`src/rtl/jamma_joy_scanner.sv`:
```
// JAMMA two-player joystick scanner: time-multiplexes the shared JJOY bus
// through an external splitter, settles each select, samples once per player
// and debounces each player word before presenting it on JOY1/JOY2.
module jamma_joy_scanner #(
   parameter int unsigned SETTLE     = 4,
   parameter int unsigned DEBOUNCE_N = 3
) (
   input  logic       CLK,
   input  logic       RESET,
   input  logic       ENABLE,
   input  logic [7:0] JJOY,
   input  logic [5:0] LOCAL_JOY,
   output logic       JSELECT,
   output logic [7:0] JOY1,
   output logic [7:0] JOY2,
   output logic       SCAN_DONE
);

   // Settle counter only ever holds 0..SETTLE-1.
   localparam int unsigned CntW = (SETTLE < 2) ? 1 : $clog2(SETTLE);
   localparam logic [CntW-1:0] SettleLast = CntW'(SETTLE - 1);
   localparam logic [3:0] DbN = 4'(DEBOUNCE_N);

   typedef enum logic [1:0] {
      StP1Settle,
      StP1Sample,
      StP2Settle,
      StP2Sample
   } state_e;

   state_e          state_q, state_d;
   logic [CntW-1:0] settle_q, settle_d;
   logic            jsel_q, jsel_d;
   logic            done_q, done_d;

   // Index 0 is player 1, index 1 is player 2.
   logic [1:0][7:0] cand_q, cand_d;
   logic [1:0][3:0] dcnt_q, dcnt_d;
   logic [1:0][7:0] joy_q, joy_d;
   logic [1:0][7:0] smp;
   logic [1:0]      smp_en;

   // Player 1 merges the on-board stick; upper two bits (buttons) pass through.
   assign smp[0]    = JJOY & {2'b11, LOCAL_JOY};
   assign smp[1]    = JJOY;
   assign smp_en[0] = (state_q == StP1Sample);
   assign smp_en[1] = (state_q == StP2Sample);

   // Scan FSM next state: settle for SETTLE cycles, sample for one, swap player.
   always_comb begin
      state_d  = state_q;
      settle_d = settle_q;
      done_d   = 1'b0;
      if (ENABLE) begin
         unique case (state_q)
            StP1Settle: begin
               if (settle_q == SettleLast) begin
                  state_d  = StP1Sample;
                  settle_d = '0;
               end else begin
                  settle_d = settle_q + CntW'(1);
               end
            end
            StP1Sample: state_d = StP2Settle;
            StP2Settle: begin
               if (settle_q == SettleLast) begin
                  state_d  = StP2Sample;
                  settle_d = '0;
               end else begin
                  settle_d = settle_q + CntW'(1);
               end
            end
            StP2Sample: begin
               state_d = StP1Settle;
               done_d  = 1'b1;
            end
         endcase
      end
      jsel_d = (state_d == StP2Settle) || (state_d == StP2Sample);
   end

   // Per-player debounce: output follows candidate once it has been seen DEBOUNCE_N times.
   always_comb begin
      cand_d = cand_q;
      dcnt_d = dcnt_q;
      joy_d  = joy_q;
      for (int p = 0; p < 2; p++) begin
         if (ENABLE && smp_en[p]) begin
            if (smp[p] != cand_q[p]) begin
               cand_d[p] = smp[p];
               dcnt_d[p] = 4'd1;
            end else if (dcnt_q[p] < DbN) begin
               dcnt_d[p] = dcnt_q[p] + 4'd1;
            end
            if (dcnt_d[p] == DbN) begin
               joy_d[p] = cand_d[p];
            end
         end
      end
   end

   // State registers with synchronous reset.
   always_ff @(posedge CLK) begin
      if (RESET) begin
         state_q  <= StP1Settle;
         settle_q <= '0;
         jsel_q   <= 1'b0;
         done_q   <= 1'b0;
         cand_q   <= '1;
         dcnt_q   <= {DbN, DbN};
         joy_q    <= '1;
      end else begin
         state_q  <= state_d;
         settle_q <= settle_d;
         jsel_q   <= jsel_d;
         done_q   <= done_d;
         cand_q   <= cand_d;
         dcnt_q   <= dcnt_d;
         joy_q    <= joy_d;
      end
   end

   assign JSELECT   = jsel_q;
   assign JOY1      = joy_q[0];
   assign JOY2      = joy_q[1];
   // Gate so a pulse landing in a disabled cycle is dropped; the flop clears meanwhile.
   assign SCAN_DONE = done_q & ENABLE;

endmodule

```
`config.mk`:
```
export PLATFORM = sky130hd
export DESIGN_NAME = jamma_joy_scanner
export DESIGN_NICKNAME = d
export VERILOG_FILES = /design/src/rtl/jamma_joy_scanner.sv
export SDC_FILE = /design/constraint.sdc
export NUM_CORES = 1
export LEC_CHECK = 0
export ABC_AREA = 1
export CORE_MARGIN = 5
export CORE_UTILIZATION = 30
export DETAILED_ROUTE_END_ITERATION = 8
export PLACE_DENSITY_LB_ADDON = 0.25
export SLEW_MARGIN = 20
export SYNTH_ARGS = -nofsm -noshare
export SYNTH_HDL_FRONTEND = slang
export SYNTH_SLANG_ARGS = --single-unit
```
`constraint.sdc`:
```
create_clock -name CLK -period 4.2 [get_ports CLK]
set_input_delay 0.42 -clock CLK [delete_from_list [all_inputs] [get_ports CLK]]
set_output_delay 0.42 -clock CLK [all_outputs]
set_load 0.1 [all_outputs]
```
Yosys cells after proc, flatten, opt, wreduce, memory -nomap -nowiden
Cells that the tools add are included.
{"block": "totals", "output_inout_bits": 18, "input_bits": 17, "reg_bits": 46, "word_cells": 51}
{"block": "classes", "n_eq_ne": 10, "n_addsub": 3, "reduce_logical": 9, "bitwise": 3, "n_mux": 14, "order_cmp": 2}
{"op": "two-way mux 4 bit", "count": 6}
{"op": "two-way mux 8 bit", "count": 2}
{"op": "inequality test 8 bit", "count": 2}
{"op": "equality test 2 bit (second input constant)", "count": 5}
{"op": "adder 4 x 1 -> 4 bit (second input constant)", "count": 2}
{"op": "bitwise AND 8 bit", "count": 1}
{"op": "equality test 4 x 2 -> 1 bit (second input constant)", "count": 2}
{"op": "< comparator 4 x 2 -> 1 bit (second input constant)", "count": 2}
{"op": "two-way mux 2 bit", "count": 4}
{"op": "case mux 2 bit (4 select lines)", "count": 1}
{"op": "AND reduction 2 bit", "count": 3}
{"op": "OR reduction 2 bit", "count": 2}
{"op": "adder 2 x 1 -> 2 bit (second input constant)", "count": 1}
{"op": "equality test 2 x 1 -> 1 bit (second input constant)", "count": 1}
{"op": "logical AND 1 bit", "count": 2}
{"op": "zero test 2 bit", "count": 1}
{"op": "bitwise AND 1 bit", "count": 1}
{"op": "logical OR 1 bit", "count": 1}
{"op": "two-way mux 1 bit", "count": 1}
{"op": "NOT 1 bit", "count": 1}

Longest topological paths before layout
{"block": "depth", "depth_word": 6, "mapped_depth": 10}

Least setup slack after synthesis
No wires, ideal clock.
{"block": "synth_path", "path_type": "input to output", "startpoint": "in ENABLE", "endpoint": "out SCAN_DONE", "setup_slack_ns": 2.743, "cell_stages": 2, "arrival_time_ns": 1.037, "required_ns": 3.780, "path_cell_list": "nand2_1 > inv_1"}
{"block": "synth_via", "elab_chain_len": 1}
{"element": "start, declared", "line_no": "10", "source": "input logic ENABLE,"}
{"element": "bitwise AND 1 bit", "line_no": "127", "source": "assign SCAN_DONE = done_q & ENABLE;"}
{"element": "end, declared", "line_no": "16", "source": "output logic SCAN_DONE"}
Every way passes these cells.

Worst setup path in the final report
Ends and elaborated chain as after synthesis.

==> impl_metrics.yaml <==
status:
  status: "completed"
timing:
  rsz0062_at_grt: "no"
  finalHoldViolCount: 0
  worst_pin_slew_ps: 969.5
  skew_ps: 7.772
  slew_headroom: 0.3516
  setup_slack_ps: 1500
  period_minus_slack_ps: 2700
  setup_tns_ps: 0
  slew_viol_final: 0
  hold_slack_ps: 431.4
  fmax_ghz: 0.3704
  post-route-period-util: 0.6428
  setup_viol: 0
synth:
  yosys.area.top_type: "dfxtp_1"
  synth_top_area_share: 0.4048
  syn-cell-area_um2: 2275
  ys_seq_area_frac: 0.4048
  synth-seq-cells: 46
  synth.area.top_cells: "dfxtp_1 40%, nand2_1 14%, inv_1 7.1%"
  synth.avg_cell_area_um2: 7.221
  synth.top_cells.by_count: "87 x nand2_1, 46 x dfxtp_1, 43 x inv_1"
  synth_edf_count: 0
  syn_nets: 339
  async_flop_share: 0
  ys_warn_count: 0
  synth_flop_cell: "dfxtp_1"
  post-synth-top-count-cell: "nand2_1"
  synthCells: 315
  synthDistinctLibCells: 24
clocking:
  cts_max_path_buffers: 2
  cts_made_buffers: 5
  cts_hold_buffers: 0
  clk_latency_ps: 290
  clock_sinks: 46
  post_cts_buffers: 0
  cts_tree: "done"
  cts_htree_levels: 2
  post_cts_resize_count: 0
  root_buffer: "clkbuf_8"
  clk_pin_slew_worst_paths_ps: 80
grt:
  grt_usage: 0.1146
  overflow: 0
  grt_most_used_layer: "met2"
  antenna_found_initial: 0
  grt_pass1_vias: 1896
  met3_usage: 0.02943
  use_met1: 0.1323
  grt_max_degree: 30
  grt_pass1_wl_um: 8935
  grt_use_met2: 0.2054
placed_design:
  dp_hpwl_um: 3837
  gp_congestion: 0.7910
  post-place-ws_ps: 1493
  place_area_um2: 2688
  portBuffers: 34
critical_path:
  required_ps: 3780
  worstPathArrival_ps: 2280
  worstReg2RegEnd: "JOY1[7]$_SDFFE_PP1P_"
  worst-r2r-setup-slack_ps: 2490
  ff2ff_path_depth: 9
  crit_path_start_kind: "input pin"
  crit_fanout: 6
  critPathCaptureType: "primary output"
  r2r_start: "state_q[1]$_SDFF_PP0_"
  critical_path_class: "in2out"
layout:
  regArea_um2: 920.9
  diodes: 0
  layout-drive-gt1-share: 0.07471
  num-nets-final: 371
  nFillCells: 756
  multi_input_area_um2: 1126
  fin_area_um2: 2779
  area_growth_pct: 22.17
floorplan:
  placementRows: 31
  die_w_um: 97.08
  die_y_um: 97.08
  io_pins: 35
  start_util: 0.3103
  die_area_um2: 9424
  core-area_um2: 7331
min_path:
  hold_path.class: "reg2reg"
  worst_hold_path.num_cells: 2
  min_from: "dcnt_q[2]$_SDFFE_PP0P_"
  holdPathEnd: "dcnt_q[2]$_SDFFE_PP0P_"
power_and_ir_drop:
  pwr-share-seq: 0.558
  power_per_cell_area_nw_per_um2: 286.3
  switching_power_mw: 0.1934
  leakagePower_nw: 1.444
  pwr-share-clk: 0.347
  swShare: 0.2431
  ir_drop_mv: 0.1244
  pwr-share-comb: 0.095
  internal_power_mw: 0.6022
detailed_routing:
  drc: 0
  wl_per_cell_um: 11.45
  vias: 1980
  dr.pass1.iters: 4
  drtIter0Drc: 67
  wirelength_um: 5119
  vias_per_cell: 4.430
  postRouteAntennaNets: 0
run:
  maxCapViolations: 0
## power by group through the flow
stage / logic (mW) / registers [mW] / clock network (mW)
2_1_floorplan: 0.0387 / 0.458 / 0
3_3_place_gp: 0.0751 / 0.454 / 0
3_5_place_dp: 0.0756 / 0.454 / 0
4_1_cts: 0.0761 / 0.444 / 0.290
5_1_grt: 0.0856 / 0.445 / 0.303
6_report: 0.0755 / 0.444 / 0.276
## stage by stage
step | total power, mW | utilization | std cells
finish | 0.7955 | 0.3791 | 447
global placement | 0.5294 | 0.3666 | 439
CTS | 0.8099 | 0.3791 | 447
global route | 0.8340 | 0.3791 | 447
floorplan | 0.4971 | - | 315
detailed placement | 0.5300 | 0.3666 | 439
## state kept, by name (all words and copies together) (netlist names)
name and cells:
JOY1 8, JOY2 8, JSELECT 1, cand_q 16, dcnt_q 8, done_q 1
settle_q 2, state_q 2
## cells in the final DEF (no fill, tap or decap)
| master | n |
|---|---|
| nand2_1 | 87 |
| dfxtp_1 | 46 |
| inv_1 | 43 |
| clkdlybuf4s50_1 | 34 |
| nand3_1 | 25 |
| nor2_1 | 21 |
| a21oi_1 | 19 |
| o21ai_0 | 16 |
| nand4_1 | 16 |
| ha_1 | 7 |
| clkbuf_8 | 6 |
| inv_2 | 4 |
| nand2_2 | 4 |
| o211ai_1 | 4 |
| nor2_4 | 3 |
| nor2_2 | 2 |
| nor2_8 | 2 |
| nand3_4 | 2 |
| o211a_1 | 1 |
| nand2_4 | 1 |
| nand3b_1 | 1 |
| a21boi_4 | 1 |
| a311oi_1 | 1 |
| clkbuf_1 | 1 |
| clkinv_2 | 1 |
## worst max-delay path by stage
stage | start | end | slack [ps] | depth (start not counted)
after floorplan | ENABLE | SCAN_DONE | 2740 | 2
after global placement | ENABLE | SCAN_DONE | 1500 | 4
after detailed placement | ENABLE | SCAN_DONE | 1490 | 4
after CTS | ENABLE | SCAN_DONE | 1490 | 4
after global routing | ENABLE | SCAN_DONE | 1460 | 4
final | ENABLE | SCAN_DONE | 1500 | 4
## final cells by class
type	instances	area share
sequential	46	0.3314
clock inverter	1	0.001801
clock buffer	7	0.03107
inverter	47	0.06348
timing repair buffer	34	0.1225
tap	99	0.04457
multi-input combinational	213	0.4052
## worst max-delay path: stages
cell             delay [ps]
clkdlybuf4s50_1         610
nand2_1                  80
inv_1                    50
clkdlybuf4s50_1        1120
## layer usage
metal,up-vias,part of all wire
met3,4,0.036
met1,866,0.46
met5,-,0
met2,34,0.49
li1,1076,-
met4,0,0.0090
## cells by family after synthesis
group,after synthesis,synth area share
compound gates,42,0.1067
simple gates,164,0.3498
fa+ha+maj,7,0.03850
buf+inv,56,0.1001
flops,46,0.4048
No activity file was read; power rests on OpenSTA's default activity.
